===== config.mk =====
export PLATFORM = sky130hd
export DESIGN_NAME = mod_addsub_seq
export DESIGN_NICKNAME = d
export VERILOG_FILES = /design/src/rtl/mod_addsub_seq.sv
export SDC_FILE = /design/constraint.sdc
export NUM_CORES = 2
export LEC_CHECK = 0
export CORE_AREA = 10 10 399 401
export CTS_CLUSTER_DIAMETER = 50
export DETAILED_ROUTE_END_ITERATION = 8
export DIE_AREA = 0 0 409 411
export PLACE_DENSITY = 0.7
export SYNTH_ARGS = -nofsm -noshare
export SYNTH_HDL_FRONTEND = slang
export SYNTH_SLANG_ARGS = --single-unit

===== constraint.sdc =====
create_clock -name clk -period 10.6 [get_ports clk]
set_input_delay 3.18 -clock clk [delete_from_list [all_inputs] [get_ports clk]]
set_output_delay 3.18 -clock clk [all_outputs]
set_load 0.005 [all_outputs]

===== src/rtl/mod_addsub_seq.sv =====
// mod_addsub_seq: digit-serial adder/subtractor with optional modular reduction.
// One DIGIT-wide carry chain is reused for N = WIDTH/DIGIT cycles per pass.
// PASS1 forms T = A +/- B (+/- carry-in). PASS2 forms U = T -/+ P for the modular ops.
// Optional build macro: ADDSUB_CONST_TIME_EN. When it is defined, plain ops also run a
// dummy PASS2, so every op takes the same number of cycles.
module mod_addsub_seq #(
  parameter int WIDTH = 256,
  parameter int DIGIT = 64
) (
  input  logic             clk,
  input  logic             rst,
  input  logic             start,
  input  logic [1:0]       op,
  input  logic [WIDTH-1:0] A,
  input  logic [WIDTH-1:0] B,
  input  logic [WIDTH-1:0] P,
  input  logic             Ci,
  output logic [WIDTH-1:0] S,
  output logic             Co,
  output logic             busy,
  output logic             done
);

  localparam int N  = WIDTH / DIGIT;
  localparam int CW = (N > 1) ? $clog2(N) : 1;

`ifdef ADDSUB_CONST_TIME_EN
  localparam logic CONST_TIME = 1'b1;
`else
  localparam logic CONST_TIME = 1'b0;
`endif

  localparam logic [1:0] IDLE  = 2'd0;
  localparam logic [1:0] PASS1 = 2'd1;
  localparam logic [1:0] PASS2 = 2'd2;
  localparam logic [1:0] DONE  = 2'd3;

  generate
    if ((DIGIT < 1) || (WIDTH % DIGIT != 0)) begin : g_bad_digit
      $error("mod_addsub_seq: WIDTH must be a non-zero multiple of DIGIT");
    end
  endgenerate

  logic [1:0]       state;
  logic [CW-1:0]    cnt;
  logic [1:0]       op_reg;
  logic [WIDTH-1:0] a_sh;
  logic [WIDTH-1:0] b_sh;
  logic [WIDTH-1:0] p_sh;
  logic [WIDTH-1:0] t_reg;
  logic [WIDTH-1:0] u_reg;
  logic             cy;
  logic             c1;

  logic             in_pass2;
  logic             sub;
  logic             last_digit;
  logic             modular_op;
  logic             mod_sel;
  logic [DIGIT-1:0] x;
  logic [DIGIT-1:0] y;
  logic [DIGIT:0]   sum_ext;
  logic [DIGIT-1:0] digit;
  logic             cout;
  logic [WIDTH-1:0] t_shift;
  logic [WIDTH-1:0] t_rot;
  logic [WIDTH-1:0] u_shift;

  // PASS1 subtracts for ops 10/11; PASS2 inverts that, so op 01 subtracts P and op 10 adds it back.
  assign in_pass2   = (state == PASS2);
  assign sub        = op_reg[1] ^ in_pass2;
  assign last_digit = (cnt == CW'(N - 1));
  assign modular_op = (op_reg == 2'b01) || (op_reg == 2'b10);

  // The single shared digit adder. The top bit of sum_ext is the carry-out on add and the borrow-out on subtract.
  assign x       = in_pass2 ? t_reg[DIGIT-1:0] : a_sh[DIGIT-1:0];
  assign y       = in_pass2 ? p_sh[DIGIT-1:0]  : b_sh[DIGIT-1:0];
  assign sum_ext = sub ? ({1'b0, x} - {1'b0, y} - {{DIGIT{1'b0}}, cy})
                       : ({1'b0, x} + {1'b0, y} + {{DIGIT{1'b0}}, cy});
  assign digit   = sum_ext[DIGIT-1:0];
  assign cout    = sum_ext[DIGIT];

  // Each new digit is shifted in at the MSD end, so the full word is aligned after N steps.
  // In PASS2, T is rotated rather than consumed, so it is intact again when the pass ends.
  assign t_shift = (t_reg >> DIGIT) | (WIDTH'(digit) << (WIDTH - DIGIT));
  assign t_rot   = (t_reg >> DIGIT) | (WIDTH'(t_reg[DIGIT-1:0]) << (WIDTH - DIGIT));
  assign u_shift = (u_reg >> DIGIT) | (WIDTH'(digit) << (WIDTH - DIGIT));

  // Op 01 keeps U when T overflowed or T >= P. Op 10 keeps U only when T went negative.
  assign mod_sel = op_reg[0] ? (c1 | ~cout) : c1;

  assign busy = (state == PASS1) || (state == PASS2);
  assign done = (state == DONE);

  // Control FSM and digit-serial datapath. S/Co are written on the edge that enters DONE.
  always_ff @(posedge clk) begin
    if (rst) begin
      state  <= IDLE;
      cnt    <= '0;
      op_reg <= 2'b00;
      a_sh   <= '0;
      b_sh   <= '0;
      p_sh   <= '0;
      t_reg  <= '0;
      u_reg  <= '0;
      cy     <= 1'b0;
      c1     <= 1'b0;
      S      <= '0;
      Co     <= 1'b0;
    end else begin
      case (state)
        IDLE, DONE: begin
          if (start) begin
            state  <= PASS1;
            cnt    <= '0;
            op_reg <= op;
            a_sh   <= A;
            b_sh   <= B;
            p_sh   <= P;
            t_reg  <= '0;
            u_reg  <= '0;
            cy     <= (op[0] == op[1]) ? Ci : 1'b0;
            c1     <= 1'b0;
          end else begin
            state <= IDLE;
          end
        end
        PASS1: begin
          a_sh  <= a_sh >> DIGIT;
          b_sh  <= b_sh >> DIGIT;
          t_reg <= t_shift;
          cy    <= cout;
          cnt   <= cnt + 1'b1;
          if (last_digit) begin
            c1  <= cout;
            cy  <= 1'b0;
            cnt <= '0;
            if (modular_op || CONST_TIME) begin
              state <= PASS2;
            end else begin
              state <= DONE;
              S     <= t_shift;
              Co    <= cout;
            end
          end
        end
        PASS2: begin
          t_reg <= t_rot;
          p_sh  <= p_sh >> DIGIT;
          u_reg <= u_shift;
          cy    <= cout;
          cnt   <= cnt + 1'b1;
          if (last_digit) begin
            cnt   <= '0;
            state <= DONE;
            if (modular_op) begin
              S  <= mod_sel ? u_shift : t_rot;
              Co <= 1'b0;
            end else begin
              S  <= t_rot;
              Co <= c1;
            end
          end
        end
        default: state <= IDLE;
      endcase
    end
  end

endmodule

== Yosys cells after proc, flatten, opt, wreduce, memory -nomap -nowiden ==
Cells that the tools add are included.

* Output and inout port bits: 259
* Input port bits: 774
* Register bits: 1545
* Word-level logic and storage cells: 87

* Bitwise gates (word level): 6
* Equal/unequal tests: 11
* Mux-type cells: 39
* Reduce and logical (&&, ||, !) cells: 14
* $add $sub $neg: 5

{| class="wikitable"
|+ Operator list
! kind !! count
|-
| 256-bit one-hot mux with 2 select lines || 5
|-
| 256-bit two-way mux || 9
|-
| 192-bit by 256-bit OR with 256-bit output || 3
|-
| 256-bit one-hot mux with 3 select lines || 1
|-
| 64-bit two-way mux || 2
|-
| 64-bit by 64-bit adder with 65-bit output || 1
|-
| 65-bit by 1-bit adder with 65-bit output || 1
|-
| 65-bit two-way mux || 1
|-
| 64-bit by 64-bit subtractor with 65-bit output || 1
|-
| 65-bit by 1-bit subtractor with 65-bit output || 1
|-
| 1-bit two-way mux || 12
|-
| 2-bit == test (second input constant) || 4
|-
| 2-bit two-way mux || 4
|-
| 2-bit AND reduction || 4
|-
| 2-bit != test (second input constant) || 3
|-
| 2-bit one-hot mux with 3 select lines || 1
|-
| 2-bit nonzero test || 3
|-
| 2-bit by 1-bit == test with 1-bit output (second input constant) || 2
|-
| 1-bit one-hot mux with 2 select lines || 2
|-
| 2-bit one-hot mux with 2 select lines || 1
|-
| 4-bit AND reduction || 1
|-
| 2-bit OR reduction || 2
|-
| 1-bit one-hot mux with 3 select lines || 1
|-
| 3-bit AND reduction || 1
|-
| 8 further kinds || 9
|}

== Depth between registers and ports, before layout ==
* Depth after elaboration: 12
* Gate-level depth with buffers: 25
* Mapped depth without buffers: 20

== Worst setup path after synthesis ==
Ideal clock, no wire load.

* Path kind: flip-flop to flip-flop
* Start point: reg state[0]
* End point: reg S[226]
* Clock period less this slack: 5.514 ns
* Setup slack: 5.086 ns
* Data arrival time: 5.392 ns
* Cell stages (with the launch flop): 23
* Setup time: 0.122 ns
* Path buffers: 7
* Required time: 10.478 ns
* Cell sequence: dfxtp_1 > inv_1 > ha_1 > buf_2 > clkbuf_1 > clkbuf_1 > clkbuf_1 > mux2_2 > ha_1 > clkbuf_1 > inv_1 > ha_1 > buf_2 > nand4_1 > or4_1 > or3_1 > o311a_1 > o211ai_2 > o211a_4 > nor2_1 > buf_2 > and3_1 > a311o_1

* Cells in the longest elaborated chain, start to end: 12
* Elaborated cells between the ends (all ways): 26
* Those cells by class: 4 x add/sub; 5 x eq/ne; 10 x mux; 5 x bitwise; 2 x reduce/logical

{| class="wikitable"
|+ RTL lines
! item !! line !! text
|-
| start, declared || 44 || <nowiki>logic [1:0] state;</nowiki>
|-
| start signal, assigned || 98 || <nowiki>state <= IDLE;</nowiki>
|-
| start signal, assigned || 114 || <nowiki>state <= PASS1;</nowiki>
|-
| start signal, assigned || 125 || <nowiki>state <= IDLE;</nowiki>
|-
| 2-bit == test || 70, 111 ||
|-
| 64-bit two-way mux (on tied branches) || 76, 77 ||
|-
| 64-bit by 64-bit adder with 65-bit output or 64-bit by 64-bit subtractor with 65-bit output (tied branches) || 79, 78 ||
|-
| 65-bit by 1-bit adder with 65-bit output or 65-bit by 1-bit subtractor with 65-bit output (tied branches) || 79, 78 ||
|-
| 65-bit two-way mux || 78 || <nowiki>assign sum_ext = sub ? ({1'b0, x} - {1'b0, y} - {{DIGIT{1'b0}}, cy})</nowiki>
|-
| 1-bit inverter || 90 || <nowiki>assign mod_sel = op_reg[0] ? (c1 | ~cout) : c1;</nowiki>
|-
| 1-bit OR || 90 ||
|-
| 1-bit two-way mux || 90 ||
|-
| 256-bit two-way mux || 157 || <nowiki>S <= mod_sel ? u_shift : t_rot;</nowiki>
|-
| 256-bit two-way mux || 156 || <nowiki>if (modular_op) begin</nowiki>
|-
| 256-bit two-way mux || 153 || <nowiki>if (last_digit) begin</nowiki>
|-
| 256-bit one-hot mux with 2 select lines || 111 || <nowiki>case (state)</nowiki>
|-
| end signal, assigned || 142 || <nowiki>S <= t_shift;</nowiki>
|-
| end signal, assigned || 157 ||
|-
| end signal, assigned || 160 || <nowiki>S <= t_rot;</nowiki>
|-
| end, declared || 18 || <nowiki>output logic [WIDTH-1:0] S,</nowiki>
|}

Several ways; a longest one is shown, not always the timed one. The select of a mux whose other input is x is not followed.
A chain may end at the register's enable or synchronous reset.

== Worst setup path after layout ==
* Start point: reg state[0]
* End point: reg S[6]

The elaborated chain is that of the path after synthesis.

==> metrics.log <==
[metrics] run status: finished clean
[metrics] library cell contributing the largest single delay on the critical path: sky130_fd_sc_hd__buf_4
[metrics] buffers inserted by post-CTS timing repair: 0
[metrics] Crit Reg-Reg Endpoint: S[6]$_SDFFE_PP0P_
[metrics] relative area change from synthesis to final layout: 24.5%
[metrics] Synth area leaders: sky130_fd_sc_hd__dfxtp_1 (43%), sky130_fd_sc_hd__mux2i_1 (12%), sky130_fd_sc_hd__nor2_1 (7.3%)
[metrics] startpoint types: flop
[metrics] design internal power: 17.0 mW
[metrics] cells along the critical path: inv_1 -> ha_4 -> buf_4 -> buf_4 -> mux2_2 -> ha_1 -> ha_1 -> o211ai_1 -> nor3_2 -> a221oi_4 -> a2111oi_0 -> a211oi_2 -> o21ai_1 -> o211ai_2 -> a221oi_4 -> buf_12 -> buf_12 -> mux2i_1 -> a21oi_1
[metrics] part of the Yosys area used for sequential elements: 42.9%
[metrics] number of cells produced by synthesis: 7692
[metrics] net switching fraction of the power: 47.4%
[metrics] Post-CTS Hold Fix Bufs: 0
[metrics] Worst-path clk slew: 60 ps
[metrics] maximum number of pins on one net before global-route repair: 268
[metrics] max-slew headroom at the worst pin: 14.9%
[metrics] count of pins on the block boundary: 1033
[metrics] # resized after CTS: 0
[metrics] aggregate routed wire length: 281000 µm
[metrics] biggest fanout along the worst timing path: 120
[metrics] Gate power share: 55.0%
[metrics] arrival time of the worst setup path: 8350 ps
[metrics] peak ir drop on the vdd network: 0.334 mV
[metrics] switching power total: 15.3 mW
[metrics] count of routing violations after the opening detailed-route iteration: 7242
[metrics] fraction of synthesis flops using an asynchronous set or reset pin: 0%
[metrics] die width: 409 µm
[metrics] floorplan die area: 168000 µm²
[metrics] Via Count: 62.9k
[metrics] area fraction of the dominant cell type after synthesis: 42.9%
[metrics] CTS H-Tree Depth: 4
[metrics] worst-case setup slack after placement: 3020 ps
[metrics] Net count, final: 9257
[metrics] WHS: 466 ps
[metrics] hold crit path type: flop to flop
[metrics] half-perimeter wire length of the detailed placement result: 209000 µm
[metrics] post-layout power: 32.4 mW
[metrics] Port Buffer Count: 1032
[metrics] CTS root buffer: sky130_fd_sc_hd__clkbuf_16
[metrics] TritonRoute pass-1 iters: 7
[metrics] crit share post-route: 72.9%
[metrics] mean routed wirelength per cell: 26.7 µm
[metrics] post-layout utilization of the core: 56.9%
[metrics] Netlist cell types: 90
[metrics] EDFF count, synth: 0
[metrics] standard cell core area: 151000 µm²
[metrics] sequential group share of total power: 26.0%
[metrics] clock buffers created by TritonCTS: 168
[metrics] starting utilization of the core area: 45.7%
[metrics] LEAKAGE: 31.1 nW
[metrics] row cnt: 143
[metrics] Fin Setup TNS: 0 ps
[metrics] cell depth of the worst min-delay path: 2
[metrics] first-pass GRT wire length: 401000 µm
[metrics] # setup viols final: 0
[metrics] fraction of final layout cells with drive strength greater than 1: 6.05%
[metrics] post-synthesis instance area: 69100 µm²
[metrics] skew final: 55.9 ps
[metrics] setup repair after global routing missed its margin: no
[metrics] actual slew at the worst max-slew pin: 1280 ps
[metrics] count of nets left with antenna violations after detail routing: 0
[metrics] total power density per cell area: 376 nW/µm²
[metrics] fin crit period: 7720 ps
[metrics] Hold Path Sink: S[192]$_SDFFE_PP0P_
[metrics] final critical-path setup slack: 2880 ps
[metrics] y dimension of the die: 411 µm
[metrics] count of clock tree sinks: 1481
[metrics] max-cap check violation count: 0
[metrics] largest area contributor in the netlist: sky130_fd_sc_hd__dfxtp_1
[metrics] type of element capturing the critical path: flop
[metrics] Register-to-Register Path Depth: 19
[metrics] worst stage delay on the critical path: 730 ps
[metrics] HP Start: S[192]$_SDFFE_PP0P_
[metrics] launching element of the worst setup path: state[0]$_SDFFE_PP0P_
[metrics] upper clock frequency limit: 0.129 GHz
[metrics] Synth Area per Inst: 8.98 µm²
[metrics] global route overflow: 0
[metrics] Most used DFF post-synth: sky130_fd_sc_hd__dfxtp_1
[metrics] clock network fraction of design power: 19.0%
[metrics] post-synth net total: 8661
[metrics] total track usage: 31.3%
[metrics] most repeated cell in the gate-level netlist after synthesis: sky130_fd_sc_hd__dfxtp_1
[metrics] Fillers: 13.5k
[metrics] clock latency on the worst-skew pair: 830 ps
[metrics] number of antenna violations at the first check in global routing: 90
[metrics] clock tree from TritonCTS: done
[metrics] Synth top cells by count: sky130_fd_sc_hd__dfxtp_1 (1481), sky130_fd_sc_hd__nor2_1 (1347), sky130_fd_sc_hd__mux2i_1 (810)
[metrics] vias in the first global route: 58.3k
[metrics] path type of the worst setup path: flop to flop
[metrics] startpoint of the worst-slack reg-to-reg timing path: state[0]$_SDFFE_PP0P_
[metrics] WP data required: 11230 ps
[metrics] buffer levels on the longest clock path: 3
[metrics] R2R setup slack: 2880 ps
[metrics] number of design rule violations left after detail routing: 0
[metrics] final number of hold-violating endpoints: 0
[metrics] final max-slew violation count: 0
[metrics] flop and latch count out of synthesis: 1481
[metrics] count of synthesis-stage warnings from yosys: 0
[metrics] global placer's final weighted congestion: 0.966
[metrics] routed vias/inst: 5.98
-- power groups by stage --
stage	Sequential (mW)	Combinational, mW	Clock [mW]
detailed placement	8.48	17.4	0
global route	8.54	19.2	6.44
CTS	8.37	17.5	6.21
floorplan	7.86	11.9	0
global placement	8.44	17.3	0
finish	8.43	17.8	6.15
-- logic make-up after synthesis --
family                   share of synthesized area (%)
AO/OA/AOI/OAI                                     22.2
XOR/XNOR                                          1.43
adder cells (fa/ha/maj)                           3.55
buffers and inverters                             5.07
flip-flops                                        42.9
multiplexers                                      13.4
AND/OR/NAND/NOR                                   11.4
-- worst max path at each step --
stage / depth (start not counted) / to / slack [ps]
after global routing: 20 / S[141]$_SDFFE_PP0P_ / 2550
after global placement: 20 / S[133]$_SDFFE_PP0P_ / 3220
final: 19 / S[6]$_SDFFE_PP0P_ / 2880
after detailed placement: 19 / S[141]$_SDFFE_PP0P_ / 3020
after floorplan: 22 / S[226]$_SDFFE_PP0P_ / 5090
after CTS: 19 / S[22]$_SDFFE_PP0P_ / 2970
-- through the flow --
stage          cells  cell area [µm²]
2_1_floorplan   7692            69100
3_3_place_gp   10100            80000
3_5_place_dp   10100            80000
4_1_cts        10500            85900
5_1_grt        10500            86000
6_report       10500            86100
-- cells in the final DEF, fill, tap and decap left out, types with 36 or more instances in the layout --
cell type                         instances
sky130_fd_sc_hd__a22oi_1                576
sky130_fd_sc_hd__o21ai_0                311
sky130_fd_sc_hd__diode_2                 47
sky130_fd_sc_hd__buf_4                   59
sky130_fd_sc_hd__nand4_1                 45
sky130_fd_sc_hd__nor2_1                1339
sky130_fd_sc_hd__ha_1                   191
sky130_fd_sc_hd__a21o_1                  55
sky130_fd_sc_hd__xor2_1                  40
sky130_fd_sc_hd__inv_1                  189
sky130_fd_sc_hd__mux2_2                 104
sky130_fd_sc_hd__a222oi_1                50
sky130_fd_sc_hd__nand3_1                117
sky130_fd_sc_hd__nand2_1                195
sky130_fd_sc_hd__mux2i_1                810
sky130_fd_sc_hd__clkbuf_16              168
sky130_fd_sc_hd__o21bai_1                36
sky130_fd_sc_hd__dfxtp_1               1481
sky130_fd_sc_hd__clkdlybuf4s50_1       1031
sky130_fd_sc_hd__a211oi_1               596
sky130_fd_sc_hd__xnor2_1                 71
sky130_fd_sc_hd__a21oi_1                391
-- worst max-delay path, delay by kind of cell, from the launching register on --
family	cells	cell delay, ps
buffers and inverters	5	2630
AOI/OAI and AO/OA	8	1890
and+or+nand+nor	1	280
muxes	2	690
DFF	1	350
adders and majority gates	3	1330
-- final cells by class --
cell class              count  area [µm²]  share of cell area, %
well taps                2030        2540                   2.95
clock inverters            90        1240                   1.44
repair buffers           1102       11000                   12.8
clock buffers             219        4670                   5.42
diodes                     47         118                  0.137
multi-input cells        5344       36100                   42.0
inverters                 191         724                  0.842
flip-flops and latches   1481       29600                   34.4
-- metal layers --
layer / wire [µm] / vias to the layer above / track usage, %
li1: - / 29300 / -
met1: 119000 / 30200 / 42.2
met2: 123000 / 2870 / 47.4
met3: 26600 / 485 / 7.96
met4: 12200 / 36 / 13.4
met5: 226 / - / 0
Note: power is estimated with default switching activity, not from simulation.
